`src/rtl/branch_seq_ctrl_if.sv`:
```
// Bundle between the branch control-step sequencer and its surroundings:
// instruction/memory status inputs, datapath enables, completion pulses and
// debug statistics.
interface branch_seq_ctrl_if #(
  parameter int CNT_W = 16
);
  // Inputs to the sequencer
  logic             Run;
  logic [31:0]      IR;
  logic             CON;
  logic             Mem_ready;

  // Datapath control enables
  logic             PCout;
  logic             MARin;
  logic             IncPC;
  logic             Zin;
  logic             Zlowout;
  logic             PCin;
  logic             Read;
  logic             MDRin;
  logic             MDRout;
  logic             IRin;
  logic             Gra;
  logic             Rout;
  logic             CONin;
  logic             Yin;
  logic             Cout;
  logic             ADD;

  // Status and statistics
  logic             Done;
  logic             NotBr;
  logic             Fault;
  logic             Busy;
  logic [CNT_W-1:0] Taken_cnt;
  logic [CNT_W-1:0] NTaken_cnt;

  modport slave (
    input  Run, IR, CON, Mem_ready,
    output PCout, MARin, IncPC, Zin, Zlowout, PCin, Read, MDRin, MDRout, IRin,
           Gra, Rout, CONin, Yin, Cout, ADD,
           Done, NotBr, Fault, Busy, Taken_cnt, NTaken_cnt
  );

  modport master (
    output Run, IR, CON, Mem_ready,
    input  PCout, MARin, IncPC, Zin, Zlowout, PCin, Read, MDRin, MDRout, IRin,
           Gra, Rout, CONin, Yin, Cout, ADD,
           Done, NotBr, Fault, Busy, Taken_cnt, NTaken_cnt
  );
endinterface

```
`src/rtl/branch_seq_ctrl.sv`:
```
// Control-step sequencer for conditional branches (brzr/brnz/brpl/brmi).
// Fetch runs in T0-T2, branch execute in T3-T6. The branch target is only
// loaded into PC when the con_ff result (CON) is set during T6. Saturating
// taken/not-taken counters are kept for debug visibility.
module branch_seq_ctrl #(
  parameter logic [4:0] OPCODE_BR    = 5'b10010,
  parameter int         CNT_W        = 16,
  parameter int         MEM_WAIT_MAX = 8
) (
  input  logic               Clock,
  input  logic               Clear,
  branch_seq_ctrl_if.slave   bus
);

  localparam int WAIT_W = $clog2(MEM_WAIT_MAX + 1);
  // Last T1 wait cycle that may still see Mem_ready before giving up
  localparam logic [WAIT_W-1:0] WAIT_LAST = WAIT_W'(MEM_WAIT_MAX - 1);

  typedef enum logic [3:0] {
    S_IDLE  = 4'd0,
    S_T0    = 4'd1,
    S_T1    = 4'd2,
    S_T2    = 4'd3,
    S_T3    = 4'd4,
    S_T4    = 4'd5,
    S_T5    = 4'd6,
    S_T6    = 4'd7,
    S_FAULT = 4'd8
  } state_t;

  state_t            state_q, state_d;
  logic [WAIT_W-1:0] wait_q, wait_d;
  logic [CNT_W-1:0]  taken_q, taken_d;
  logic [CNT_W-1:0]  ntaken_q, ntaken_d;
  logic              is_br;
  logic              unused_ir;

  // Increment that sticks at the all-ones value instead of wrapping
  function automatic logic [CNT_W-1:0] sat_inc(input logic [CNT_W-1:0] v);
    if (&v) begin
      return v;
    end
    return v + CNT_W'(1);
  endfunction

  assign is_br     = (bus.IR[31:27] == OPCODE_BR);
  // Only the opcode field matters to this sequencer
  assign unused_ir = ^bus.IR[26:0];

  // State, wait counter and statistics registers
  always_ff @(posedge Clock or negedge Clear) begin
    if (!Clear) begin
      state_q  <= S_IDLE;
      wait_q   <= '0;
      taken_q  <= '0;
      ntaken_q <= '0;
    end else begin
      state_q  <= state_d;
      wait_q   <= wait_d;
      taken_q  <= taken_d;
      ntaken_q <= ntaken_d;
    end
  end

  // Next-state, memory-wait timeout and branch outcome counting
  always_comb begin
    state_d  = state_q;
    wait_d   = wait_q;
    taken_d  = taken_q;
    ntaken_d = ntaken_q;
    case (state_q)
      S_IDLE: begin
        if (bus.Run) begin
          state_d = S_T0;
        end
      end
      S_T0: begin
        state_d = S_T1;
        wait_d  = '0;
      end
      S_T1: begin
        // A late Mem_ready on the limit cycle still proceeds to T2
        if (bus.Mem_ready) begin
          state_d = S_T2;
          wait_d  = '0;
        end else if (wait_q == WAIT_LAST) begin
          state_d = S_FAULT;
          wait_d  = '0;
        end else begin
          wait_d = wait_q + WAIT_W'(1);
        end
      end
      S_T2: state_d = S_T3;
      S_T3: begin
        if (is_br) begin
          state_d = S_T4;
        end else begin
          state_d = bus.Run ? S_T0 : S_IDLE;
        end
      end
      S_T4: state_d = S_T5;
      S_T5: state_d = S_T6;
      S_T6: begin
        if (bus.CON) begin
          taken_d = sat_inc(taken_q);
        end else begin
          ntaken_d = sat_inc(ntaken_q);
        end
        state_d = bus.Run ? S_T0 : S_IDLE;
      end
      S_FAULT: state_d = S_FAULT;
      default: state_d = S_IDLE;
    endcase
  end

  // Moore decode of the datapath enables; PCin in T6 follows CON directly
  always_comb begin
    bus.PCout   = 1'b0;
    bus.MARin   = 1'b0;
    bus.IncPC   = 1'b0;
    bus.Zin     = 1'b0;
    bus.Zlowout = 1'b0;
    bus.PCin    = 1'b0;
    bus.Read    = 1'b0;
    bus.MDRin   = 1'b0;
    bus.MDRout  = 1'b0;
    bus.IRin    = 1'b0;
    bus.Gra     = 1'b0;
    bus.Rout    = 1'b0;
    bus.CONin   = 1'b0;
    bus.Yin     = 1'b0;
    bus.Cout    = 1'b0;
    bus.ADD     = 1'b0;
    bus.Done    = 1'b0;
    bus.NotBr   = 1'b0;
    case (state_q)
      S_T0: begin
        bus.PCout = 1'b1;
        bus.MARin = 1'b1;
        bus.IncPC = 1'b1;
        bus.Zin   = 1'b1;
      end
      S_T1: begin
        bus.Zlowout = 1'b1;
        bus.PCin    = 1'b1;
        bus.Read    = 1'b1;
        bus.MDRin   = 1'b1;
      end
      S_T2: begin
        bus.MDRout = 1'b1;
        bus.IRin   = 1'b1;
      end
      S_T3: begin
        if (is_br) begin
          bus.Gra   = 1'b1;
          bus.Rout  = 1'b1;
          bus.CONin = 1'b1;
        end else begin
          bus.NotBr = 1'b1;
        end
      end
      S_T4: begin
        bus.PCout = 1'b1;
        bus.Yin   = 1'b1;
      end
      S_T5: begin
        bus.Cout = 1'b1;
        bus.ADD  = 1'b1;
        bus.Zin  = 1'b1;
      end
      S_T6: begin
        bus.Zlowout = 1'b1;
        bus.PCin    = bus.CON;
        bus.Done    = 1'b1;
      end
      default: ;
    endcase
  end

  // Status flags and statistics taken straight from the registers
  always_comb begin
    bus.Fault      = (state_q == S_FAULT);
    bus.Busy       = (state_q != S_IDLE) && (state_q != S_FAULT);
    bus.Taken_cnt  = taken_q;
    bus.NTaken_cnt = ntaken_q;
  end

endmodule

```
`src/flat_wrapper.sv`:
```
// flat-port wrapper written by rule: the top's interface ports become plain ports
module branch_seq_ctrl_flat 
#(
  parameter logic [4:0] OPCODE_BR    = 5'b10010,
  parameter int         CNT_W        = 16,
  parameter int         MEM_WAIT_MAX = 8
)
  (Clock, Clear, bus_Run, bus_IR, bus_CON, bus_Mem_ready, bus_PCout, bus_MARin, bus_IncPC, bus_Zin, bus_Zlowout, bus_PCin, bus_Read, bus_MDRin, bus_MDRout, bus_IRin, bus_Gra, bus_Rout, bus_CONin, bus_Yin, bus_Cout, bus_ADD, bus_Done, bus_NotBr, bus_Fault, bus_Busy, bus_Taken_cnt, bus_NTaken_cnt);
  branch_seq_ctrl_if #(.CNT_W(CNT_W)) bus_i ();
  input  logic Clock;
  input  logic Clear;
  input wire logic [$bits(bus_i.Run)-1:0] bus_Run;
  input wire logic [$bits(bus_i.IR)-1:0] bus_IR;
  input wire logic [$bits(bus_i.CON)-1:0] bus_CON;
  input wire logic [$bits(bus_i.Mem_ready)-1:0] bus_Mem_ready;
  output wire logic [$bits(bus_i.PCout)-1:0] bus_PCout;
  output wire logic [$bits(bus_i.MARin)-1:0] bus_MARin;
  output wire logic [$bits(bus_i.IncPC)-1:0] bus_IncPC;
  output wire logic [$bits(bus_i.Zin)-1:0] bus_Zin;
  output wire logic [$bits(bus_i.Zlowout)-1:0] bus_Zlowout;
  output wire logic [$bits(bus_i.PCin)-1:0] bus_PCin;
  output wire logic [$bits(bus_i.Read)-1:0] bus_Read;
  output wire logic [$bits(bus_i.MDRin)-1:0] bus_MDRin;
  output wire logic [$bits(bus_i.MDRout)-1:0] bus_MDRout;
  output wire logic [$bits(bus_i.IRin)-1:0] bus_IRin;
  output wire logic [$bits(bus_i.Gra)-1:0] bus_Gra;
  output wire logic [$bits(bus_i.Rout)-1:0] bus_Rout;
  output wire logic [$bits(bus_i.CONin)-1:0] bus_CONin;
  output wire logic [$bits(bus_i.Yin)-1:0] bus_Yin;
  output wire logic [$bits(bus_i.Cout)-1:0] bus_Cout;
  output wire logic [$bits(bus_i.ADD)-1:0] bus_ADD;
  output wire logic [$bits(bus_i.Done)-1:0] bus_Done;
  output wire logic [$bits(bus_i.NotBr)-1:0] bus_NotBr;
  output wire logic [$bits(bus_i.Fault)-1:0] bus_Fault;
  output wire logic [$bits(bus_i.Busy)-1:0] bus_Busy;
  output wire logic [$bits(bus_i.Taken_cnt)-1:0] bus_Taken_cnt;
  output wire logic [$bits(bus_i.NTaken_cnt)-1:0] bus_NTaken_cnt;
  assign bus_i.Run = bus_Run;
  assign bus_i.IR = bus_IR;
  assign bus_i.CON = bus_CON;
  assign bus_i.Mem_ready = bus_Mem_ready;
  assign bus_PCout = bus_i.PCout;
  assign bus_MARin = bus_i.MARin;
  assign bus_IncPC = bus_i.IncPC;
  assign bus_Zin = bus_i.Zin;
  assign bus_Zlowout = bus_i.Zlowout;
  assign bus_PCin = bus_i.PCin;
  assign bus_Read = bus_i.Read;
  assign bus_MDRin = bus_i.MDRin;
  assign bus_MDRout = bus_i.MDRout;
  assign bus_IRin = bus_i.IRin;
  assign bus_Gra = bus_i.Gra;
  assign bus_Rout = bus_i.Rout;
  assign bus_CONin = bus_i.CONin;
  assign bus_Yin = bus_i.Yin;
  assign bus_Cout = bus_i.Cout;
  assign bus_ADD = bus_i.ADD;
  assign bus_Done = bus_i.Done;
  assign bus_NotBr = bus_i.NotBr;
  assign bus_Fault = bus_i.Fault;
  assign bus_Busy = bus_i.Busy;
  assign bus_Taken_cnt = bus_i.Taken_cnt;
  assign bus_NTaken_cnt = bus_i.NTaken_cnt;
  branch_seq_ctrl #(.OPCODE_BR(OPCODE_BR), .CNT_W(CNT_W), .MEM_WAIT_MAX(MEM_WAIT_MAX)) u_core (.Clock(Clock), .Clear(Clear), .bus(bus_i));
endmodule
```
`config.mk`:
```
export PLATFORM = sky130hd
export DESIGN_NAME = branch_seq_ctrl_flat
export DESIGN_NICKNAME = d
export VERILOG_FILES = /design/src/rtl/branch_seq_ctrl_if.sv /design/src/rtl/branch_seq_ctrl.sv /design/src/flat_wrapper.sv
export SDC_FILE = /design/constraint.sdc
export NUM_CORES = 1
export LEC_CHECK = 0
export ABC_AREA = 1
export CAP_MARGIN = 20
export CORE_MARGIN = 10
export CORE_UTILIZATION = 49
export CTS_CLUSTER_DIAMETER = 50
export DETAILED_ROUTE_END_ITERATION = 6
export GPL_TIMING_DRIVEN = 0
export HOLD_SLACK_MARGIN = 0.05
export MAX_ROUTING_LAYER = met4
export PLACE_DENSITY = 0.85
export SLEW_MARGIN = 25
export SYNTH_ARGS = -nofsm -noshare
export SYNTH_HDL_FRONTEND = slang
export SYNTH_SLANG_ARGS = --single-unit
```
`constraint.sdc`:
```
create_clock -name Clock -period 2.25 [get_ports Clock]
set_input_delay 0.3375 -clock Clock [delete_from_list [all_inputs] [get_ports Clock]]
set_output_delay 0.3375 -clock Clock [all_outputs]
set_load 0.005 [all_outputs]
```
After elaboration in Yosys (flattened, before gate mapping):

Index checks and enable logic that the tools add are counted.

* bits in registers: 40
* output and inout port bits: 52
* word-level logic and storage cells: 66
* input port bits: 37

* reduce and logical (&&, ||, !) cells: 12
* bitwise operators: 1
* muxes and demuxes: 31
* eq/ne operators: 15
* $add $sub $neg: 3

Operator list (number)
* $pmux 4 s9: 1
* $add 16x1->16 const B: 2
* $mux 16: 2
* $reduce_and 16->1: 2
* $mux 4: 6
* $eq 4x3->1 const B: 5
* $mux 1: 20
* $eq 4x2->1 const B: 2
* $pmux 4 s2: 1
* $ne 2x2->1 const B: 3
* $reduce_and 3->1: 2
* $reduce_or 2->1: 3
* $eq 5x5->1 const B: 1
* $add 4x1->4 const B: 1
* $eq 4x1->1 const B: 1
* $eq 4x4->1 const B: 1
* $logic_not 4->1: 1
* $ne 4x4->1 const B: 1
* $reduce_bool 4->1: 1
* $ne 3x2->1 const B: 1
* $pmux 1 s2: 1
* $reduce_and 2->1: 1
* $reduce_bool 2->1: 1
* $logic_and 1x1->1: 1
* $not 1->1: 1

Depth between registers and ports, before layout:

Gate-level depths: netlist (run 1).

* depth after elaboration: 6
* depth in mapped cells: 9
* gate-level depth less buffers: 9

Worst setup path before layout (run 1):

Ideal clock, no wire load.

* path type: reg2out
* start point: reg u_core.state_q[3]
* end point: out bus_Zin
* stages on the path, launching flop included: 5
* data required time: 1913 ps
* data arrival time: 1167 ps
* path buffers: 0
* setup slack: 745 ps
* cells stage by stage: dfrtp_1 inv_1 nand2_1 nor3_1 or2_2

* word-level cells in the longest chain between the ends: 3
* elaborated cells between the ends (all ways): 4
* those cells by class: eq/ne: 2; mux: 1; reduce/logical: 1

RTL lines
* start, declared: RTL line branch_seq_ctrl.sv:31 `state_t state_q, state_d;`
* start signal, assigned: RTL line branch_seq_ctrl.sv:58 `state_q <= state_d;`
* $eq 4x1->1 / $eq 4x3->1 (equally long branches): RTL line branch_seq_ctrl.sv:136 `case (state_q)`
* $reduce_or 2->1 (no line) *
* $mux 1 *: RTL line branch_seq_ctrl.sv:136
* end, declared: RTL line flat_wrapper.sv:19 `output wire logic [$bits(bus_i.Zin)-1:0] bus_Zin;`

Mark *: on every way between the ends. The rest lies on a longest branch, timed or not.

Final worst setup path (run 1):

* start point: reg u_core.state_q[3]
* end point: out bus_Rout

* word-level cells in the longest chain between the ends: 2

RTL lines
* $eq 4x3->1: RTL line branch_seq_ctrl.sv:136
* $mux 1: RTL line branch_seq_ctrl.sv:136
* end, declared: RTL line flat_wrapper.sv:27 `output wire logic [$bits(bus_i.Rout)-1:0] bus_Rout;`

No other way between the ends.

==> results.sh, run 1 <==
export IMPL_status="completed"
export IMPL_layout_nets=496
export IMPL_slowest_delay_ps=490
export IMPL_cts_sinks=40
export IMPL_end_kind="primary output"
export IMPL_finish_utilization=0.673
export IMPL_antenna_cells=0
export IMPL_drt_wl_total_um=6710
export IMPL_worstPathArrival_ps=1850
export IMPL_root_buffer="clkbuf_8"
export IMPL_hpwl_um=5230
export IMPL_rows=26
export IMPL_drv_slew=0
export IMPL_synthCells=384
export IMPL_powerDensity_nw_per_um2=775
export IMPL_coreArea_um2=5140
export IMPL_grt_pass1_vias=2547
export IMPL_clock_skew_ps=8.84
export IMPL_clk_pin_slew_ps=80
export IMPL_drc=0
export IMPL_register_area_um2=1000
export IMPL_num_vias=2625
export IMPL_fillCellCount=458
export IMPL_cp_start_kind="flop"
export IMPL_die_h_um=93.0
export IMPL_worstMarginPinSlew_ps=366
export IMPL_yosysUniqueCellTypes=25
export IMPL_worstSkewPairLatency_ps=290
export IMPL_gr_total_overflow=0
export IMPL_wire_per_inst_um=12.7
export IMPL_path_class="reg -> out"
export IMPL_cts_inserted_buffers=5
export IMPL_htree_levels=2
export IMPL_multi_input_area_um2=1390
export IMPL_synth_seq_area_share=0.384
export IMPL_crit_chain="inv_2 > nand2_2 > nor2_2 > nand2_2 > inv_2 > buf_4 > clkdlybuf4s50_1"
export IMPL_hold_ws_ps=453
export IMPL_max_cap_viol_count=0
export IMPL_fin_crit_ps=2180
export IMPL_io_buffers=61
export IMPL_synth_avg_cell_area_um2=6.79
export IMPL_initial_utilization=0.508
export IMPL_relSlewSlack=0.755
export IMPL_drt_iter0_drc=101
export IMPL_via_per_inst=4.98
export IMPL_fin_setup_tns_ps=0
export IMPL_grt_util_all_layers=0.160
export IMPL_yosysWarnings=0
export IMPL_tritoncts="done"
export IMPL_total_power_uw=2680
export IMPL_synth_nets=424
export IMPL_first_pass_iters=4
export IMPL_ir_drop_uv=463
export IMPL_die_w_um=93.0
export IMPL_setup_violations_final=0
export IMPL_die_area_um2=8640
export IMPL_worstHoldPathType="in -> async"
export IMPL_ant_nets=0
export IMPL_hold_viol_final=0
export IMPL_fmax_mhz=458
export IMPL_grt_setup_unrepaired="yes"
export IMPL_drive_above_1_share=0.103
export IMPL_grt_max_degree=31
export IMPL_io_pins=89
export IMPL_setup_slack_ps=65.9
export IMPL_antenna_found_initial=0
export IMPL_place_ws_ps=30.7
export IMPL_cts_path_max_buffers=2
export IMPL_synth_seq_cells=40
export IMPL_path_max_fanout=5
export IMPL_cellLeakagePower_uw=0.00168
export IMPL_worstPathRequired_ps=1910
export IMPL_syn_area_um2=2610
export IMPL_critPathSlowestCell="clkdlybuf4s50_1"
export IMPL_area_growth_pct=32.6
export IMPL_finalCritPeriodShare=0.971
export IMPL_grt_pass1_wl_um=11200
export IMPL_gp_congestion=0.879
per-layer routing:
layer	GRT usage	part of all wire	wire [um]	up-vias
met5	-	0	0	-
met4	0.0450	0.012	78	0
li1	-	-	-	1338
met2	0.293	0.53	3550	76
met3	0.0492	0.069	460	8
met1	0.159	0.39	2610	1203
synthesized netlist by cell type:
cell	n	share of area
nor2_4	1	0.0043
nand4_4	1	0.0082
nand3_2	2	0.0077
inv_1	39	0.056
nor3_1	3	0.0058
or2_2	1	0.0024
nor2_2	2	0.0048
nand4_1	11	0.026
nand3b_1	2	0.0058
buf_4	8	0.023
o21ai_4	1	0.0062
xnor2_1	5	0.017
nor2_8	1	0.0077
dfrtp_1	40	0.38
buf_6	2	0.0086
o21ai_1	2	0.0038
nor2_1	48	0.069
a21oi_1	1	0.0019
o21ai_0	11	0.021
nand2_2	4	0.0096
nand3_1	20	0.038
xor2_1	11	0.037
ha_1	3	0.014
inv_2	2	0.0029
nand2_1	163	0.23
worst paths after layout:
kind,from,endpoint,slack [ps],cells past startpoint
setup / recovery,u_core.state_q[3],bus_Rout,70,7
hold / removal,Clear,u_core.bus.Taken_cnt[9],450,2
setup reg to reg,u_core.bus.Taken_cnt[0],u_core.bus.Taken_cnt[10],550,9
max in group asynchronous,Clear,u_core.state_q[0],1340,3
min in group Clock,u_core.wait_q[1],u_core.wait_q[1],510,2
hold reg to reg,u_core.wait_q[1],u_core.wait_q[1],510,2
repair_timing:
item,4_1_cts,5_1_grt
buffers inserted,0,2
hold endpoints to repair,10,0
hold buffers,1,0
pin swaps,0,0
setup endpoints to repair,6,8
resized for setup,5,6
power breakdown:
part           switching [uW]  internal, uW
clock network             253           249
registers                 179           854
logic                     548           599
metrics by stage:
stage	cells	instance area, um2
floorplan	384	2610
global placement	515	3310
detailed placement	516	3320
CTS	525	3430
global route	527	3460
finish	527	3460
kinds of logic after synthesis:
group                    after synthesis  synth area share
XOR/XNOR                              16            0.0537
AO/OA/AOI/OAI                         15            0.0331
flip-flops                            40             0.384
AND/OR/NAND/NOR                      259             0.424
buffers and inverters                 51            0.0906
adder cells (fa/ha/maj)                3            0.0144
critical path, delay by kind of cell, from the launching register on:
kind / cells / cell delay [ps]
buf+inv: 4 / 760
flops: 1 / 420
simple gates: 3 / 370
layout make-up:
class | count | area share
inverter | 41 | 0.0445
tap | 70 | 0.0253
buffer | 10 | 0.0239
clock buffer | 7 | 0.0250
sequential | 40 | 0.290
timing repair buffer | 65 | 0.188
clock inverter | 1 | 0.00217
multi-input combinational | 293 | 0.401
cells in the final DEF (no fill, tap or decap), types with 6 or more instances in the layout:
cell type,n
inv_1,35
nand2_1,161
inv_2,6
nand2_2,6
clkbuf_8,6
buf_4,10
xor2_1,11
nor2_1,45
nand4_1,11
clkdlybuf4s50_1,60
nand3_1,20
dfrtp_1,39
o21ai_0,11
state kept, by name (all words and copies together) (netlist names):
name	flops
u_core.wait_q	4
u_core.state_q	4
u_core.bus.NTaken_cnt	16
u_core.bus.Taken_cnt	16
(Power assumes the default switching activity.)
==> inputs of run 2 (changes only) <==
CORE_UTILIZATION = 25   (was 49)
PLACE_DENSITY = 0.53   (was 0.85)
SLEW_MARGIN = 20   (was 25)
==> results.sh, run 2 (same netlist as run 1, synthesis figures left out) <==
export IMPL_worstMarginPinSlew_ps=460
export IMPL_grt_pass1_wl_um=12000
export IMPL_drt_wl_total_um=7130
export IMPL_clock_skew_ps=13.4
export IMPL_gp_congestion=0.837
export IMPL_cts_inserted_buffers=5
export IMPL_via_per_inst=4.32
export IMPL_slowest_delay_ps=500
export IMPL_drc=0
export IMPL_worstHoldPathType="in -> async"
export IMPL_grt_max_degree=24
export IMPL_fin_setup_tns_ps=0
export IMPL_worstSkewPairLatency_ps=300
export IMPL_initial_utilization=0.255
export IMPL_htree_levels=2
export IMPL_grt_setup_unrepaired="yes"
export IMPL_antenna_cells=0
export IMPL_max_cap_viol_count=0
export IMPL_coreArea_um2=10200
export IMPL_clk_pin_slew_ps=90
export IMPL_grt_util_all_layers=0.101
export IMPL_cts_path_max_buffers=2
export IMPL_drive_above_1_share=0.115
export IMPL_stdcell_area_um2=3610
export IMPL_worstPathArrival_ps=1860
export IMPL_fin_crit_ps=2190
export IMPL_ant_nets=0
export IMPL_path_max_fanout=5
export IMPL_path_class="reg -> out"
export IMPL_first_pass_iters=4
export IMPL_wire_per_inst_um=11.9
export IMPL_place_ws_ps=33.6
export IMPL_ir_drop_uv=249
export IMPL_powerDensity_nw_per_um2=803
export IMPL_hold_viol_final=0
export IMPL_die_h_um=122
export IMPL_grt_pass1_vias=2389
export IMPL_relSlewSlack=0.693
export IMPL_tritoncts="done"
export IMPL_area_growth_pct=38.2
export IMPL_worstPathRequired_ps=1910
export IMPL_hold_ws_ps=513
export IMPL_layout_nets=500
export IMPL_gr_total_overflow=0
export IMPL_finalCritPeriodShare=0.975
export IMPL_drt_iter0_drc=129
export IMPL_cp_start_kind="flop"
export IMPL_status="completed"
export IMPL_final_common_cell="nand2_1"
export IMPL_layout_cells_most_common_list="nand2_1 (160), clkdlybuf4s50_1 (60), nor2_1 (46), dfrtp_1 (38), inv_1 (35)"
export IMPL_antenna_found_initial=0
export IMPL_die_area_um2=14900
export IMPL_fmax_mhz=456
export IMPL_cellLeakagePower_uw=0.00172
export IMPL_finish_utilization=0.352
export IMPL_crit_chain="inv_2 > nand2_2 > nor3_2 > or2_2 > clkdlybuf4s50_1"
export IMPL_cts_sinks=40
export IMPL_critPathSlowestCell="clkdlybuf4s50_1"
export IMPL_io_pins=89
export IMPL_drv_slew=0
export IMPL_num_vias=2578
export IMPL_die_w_um=122
export IMPL_setup_slack_ps=56.7
export IMPL_root_buffer="clkbuf_8"
export IMPL_hpwl_um=5510
export IMPL_rows=37
export IMPL_dpl_cell_area_um2=3400
export IMPL_io_buffers=61
export IMPL_end_kind="primary output"
export IMPL_setup_violations_final=0
## run 2: cell count changes in the layout (fill, tap and decap cells not counted)
cell / change
dfrtp_2: +1
dfrtp_1: -1
clkbuf_8: +1
nand2_2: +1
nor2_1: +1
clkbuf_1: -1
buf_4: +4
nor2_2: -1
nand2_1: -1
clkinvlp_4: -1
bufinv_16: +1
## run 2: final cells by class
type	count	area, um2
multi-input cells	293	1390
inverters	41	154
clock inverters	1	30.0
plain buffers	10	82.6
repair buffers	69	681
fillers	1070	6630
clock buffers	7	96.3
well taps	136	170
flip-flops and latches	40	1000
## run 2: worst paths after layout
kind,start,to,slack (ps),cells after the start
min in group Clock,u_core.wait_q[1],u_core.wait_q[1],510,2
worst max-delay path,u_core.state_q[3],bus_Zin,60,5
max in group asynchronous,Clear,u_core.state_q[2],1230,3
worst min register to register,u_core.wait_q[1],u_core.wait_q[1],510,2
worst max register to register,u_core.bus.Taken_cnt[1],u_core.bus.Taken_cnt[11],640,9
worst min-delay path,Clear,u_core.bus.Taken_cnt[8],510,2
## run 2: worst max-delay path, delay by kind of cell (launching register included)
kind	cells	cell delay [ps]
buf+inv	2	590
flops	1	420
simple gates	3	550
## run 2: timing repair
action,CTS,global route
hold buffers,1,0
gates resized for setup,5,7
endpoints found under the hold margin,17,0
setup endpoints to repair,8,8
buffers inserted,0,6
## run 2: report_power, final
part | internal (uW) | total (uW) | switching (uW)
Combinational | 638 | 1190 | 556
Clock | 392 | 666 | 274
Sequential | 854 | 1040 | 182
## run 2: metrics by stage
step,total power (uW),cells
finish,2900,597
global route,3120,597
CTS,2860,591
detailed placement,2160,582
global placement,2140,581
floorplan,1550,384
## run 2: routing by layer
metal | global-route usage | vias up | wire [um]
met1 | 0.123 | 1187 | 3230
met3 | 0.0264 | 6 | 379
met4 | 0.0243 | 0 | 68
li1 | - | 1336 | -
met2 | 0.163 | 49 | 3440
met5 | - | - | 0
==> edit, RTL diff (config.mk and constraints of run 1) <==
`CNT_W` is set to 16 in 3 places; all go to 14.
--- a/src/rtl/branch_seq_ctrl_if.sv
+++ b/src/rtl/branch_seq_ctrl_if.sv
@@ -3,5 +3,5 @@
 // debug statistics.
 interface branch_seq_ctrl_if #(
-  parameter int CNT_W = 16
+  parameter int CNT_W = 14
 );
   // Inputs to the sequencer
--- a/src/rtl/branch_seq_ctrl.sv
+++ b/src/rtl/branch_seq_ctrl.sv
@@ -5,5 +5,5 @@
 module branch_seq_ctrl #(
   parameter logic [4:0] OPCODE_BR    = 5'b10010,
-  parameter int         CNT_W        = 16,
+  parameter int         CNT_W        = 14,
   parameter int         MEM_WAIT_MAX = 8
 ) (
--- a/src/flat_wrapper.sv
+++ b/src/flat_wrapper.sv
@@ -3,5 +3,5 @@
 #(
   parameter logic [4:0] OPCODE_BR    = 5'b10010,
-  parameter int         CNT_W        = 16,
+  parameter int         CNT_W        = 14,
   parameter int         MEM_WAIT_MAX = 8
 )
Interface: changed (resized bus_NTaken_cnt and bus_Taken_cnt); port bits go from 89 to 85. The function was not compared with the original's and may differ.
==> edit against run 1 <==
  * Worst setup slack worse by 0.0090 ns
  * Area after synthesis is 6.7% lower
  * Worst hold slack better by 0.019 ns
  * Design area is 6.5% lower
  * Sequential cell count is 4 lower
  * Final cell count is 7.6% lower
  * Power is 22% lower
  * Wire length is 4.7% lower
==> edit: results (changes against run 1) <==
Clock tree
  • Clock transition at path regs: 0.07 ns
  • PostCTS Resize Cnt: 7 (+2)
  • # clock sinks: 36 (-10%)
  • Postcts setup bufs: 1 (+1)
  • Total CTS buffers: 5 (unchanged)
  • CTS max path bufs: 2 (unchanged)

Routing
  • Average routed wire per standard cell: 13.1 microns (+3.1%)
  • DR iter-0 viols: 155 (+53%)
  • DR vias/cell: 5.03 (+0.92%)
  • Via count: 2448 (-6.7%)

Run status
  • Status: finished, final reports clean

Layout
  • Final nets: 459 (-7.5%)
  • Clock Buffer Count: 8 (+1)
  • Multi-input gates: 263 (-10%)
  • Multi-input combinational cell area: 1310 sq um (-5.8%)
  • ClkCell Share: 2.78% (+0.072 points)
  • Inverters excl. clock: 44 (+7.3%)
  • Bufs w/o clock: 69 (-8.0%)
  • Number of fill cells in the layout: 408 (-11%)
  • Sequential cell area share: 27.9% (-1.0 points)
  • Area grow syn2layout: 33.0%
  • Non-clock buffering overhead: 21.2% (-0.041 points)
  • Antenna diodes: 0 (unchanged)
  • Layout cells sized above 1: 11.0% (+0.67 points)

Synth
  • Synthesized netlist cell count: 352 (-8.3%)
  • Adder-cell share of the synthesized area: 1.54% (+0.10 points)
  • Sequential area share after synthesis: 37.0% (-1.4 points)
  • Synth Area in Compound Gates: 2.47% (-0.84 points)
  • Synth top area cells: dfrtp_1, nand2_1, inv_1, nand3_1, nor2_1
  • Synth Area in XOR/XNOR: 4.68% (-0.69 points)
  • Top flip-flop cell by instance count after synthesis: dfrtp_1
  • Multiplexer share of the synthesized area: 0% (unchanged)
  • Syn Nets: 392 (-7.5%)
  • Commonest cells in the netlist: nand2_1, inv_1, dfrtp_1, nor2_1, nand3_1
  • Synth warnings: 0 (unchanged)
  • Post-synth cell types: 25 (unchanged)

Setup path
  • Path depth of the worst reg2reg path: 8 (-1)
  • Reg-to-reg endpoint: u_core.bus.NTaken_cnt[8]$_DFFE_PN0P_
  • Reg2reg setup slack: 0.56 ns
  • Critical Path Slowest Stage Cell: clkdlybuf4s50_1
  • Delay of the slowest critical-path stage: 0.52 ns (+0.03 ns)
  • CP max FO: 5 (unchanged)
  • Worst reg2reg startpoint: u_core.bus.NTaken_cnt[1]$_DFFE_PN0P_
  • Crit path arrival time: 1.86 ns

STA
  • Slew margin rel.: 77.8% (+2.3 points)
  • Clock Skews: 0.00486 ns (-0.00398 ns)

GRT
  • Total Routing Usage GR: 16.5% (+0.49 points)
  • First-pass GRT wire length: 11.2 mm (+0.68%)
  • Largest net degree at the start of global routing: 25 (-19%)
  • Vias in the first global route: 2418 (-5.1%)

Place
  • Hpwl dp: 4.96 mm (-5.1%)
  • Routability Congestion: 0.862 (-2.0%)
  • Placed insts: 477 (-7.6%)
  • DP Area: 3110 sq um (-6.4%)
  • IO Port Bufs: 57 (-6.6%)

Power and ir drop
  • Leak: 1.62 nW (-3.9%)
  • Max rail drop VDD: 0.000436 V (-5.8%)

Worst hold path
  • Hold Path Class: in2async
[edit: per-layer routing]
layer | vias up | part of all wire, % | routed length [microns] | track usage, %
met5 | - | 0 | 0 | -
met4 | 0 | 1.0 | 67 | 4.91
met3 | 8 | 4.8 | 304 | 4.32
met2 | 53 | 51 | 3260 | 27.8
met1 | 1165 | 43 | 2760 | 18.6
li1 | 1222 | - | - | -
[edit: worst max-delay path by stage]
| stage | startpoint | to | slack [ns] |
|---|---|---|---|
| after floorplan | u_core.bus.NTaken_cnt[0]$_DFFE_PN0P_ | u_core.bus.NTaken_cnt[5]$_DFFE_PN0P_ | 0.80 |
| after global placement | bus_CON | bus_PCin | -0.06 |
| after detailed placement | bus_CON | bus_PCin | -0.09 |
| after CTS | u_core.state_q[3]$_DFFE_PN0P_ | bus_Zin | 0.02 |
| after global routing | u_core.state_q[3]$_DFFE_PN0P_ | bus_Zin | -0.005 |
| final | u_core.state_q[0]$_DFFE_PN0P_ | bus_PCin | 0.06 |
[edit: stage by stage]
step           hold slack [ns]  TNS [ns]  power [mW]  setup WS (ns)
6_report                 0.472         0        2.08         0.0569
5_1_grt                  0.502  -0.00774        2.23       -0.00541
4_1_cts                  0.477         0        2.07         0.0177
3_5_place_dp             0.257   -0.0926        1.57        -0.0926
3_3_place_gp             0.515   -0.0592        1.54        -0.0592
2_1_floorplan           0.0419         0        1.16          0.796
[edit: report_power, final]
part | switching, mW | internal (mW)
Combinational | 0.391 | 0.406
Clock | 0.229 | 0.250
Sequential | 0.0842 | 0.719
Total | 0.705 | 1.37
[edit: cell families after synthesis]
family | after synthesis
compound gates | 11
buf+inv | 53
xor+xnor | 13
flops | 36
fa+ha+maj | 3
simple gates | 236
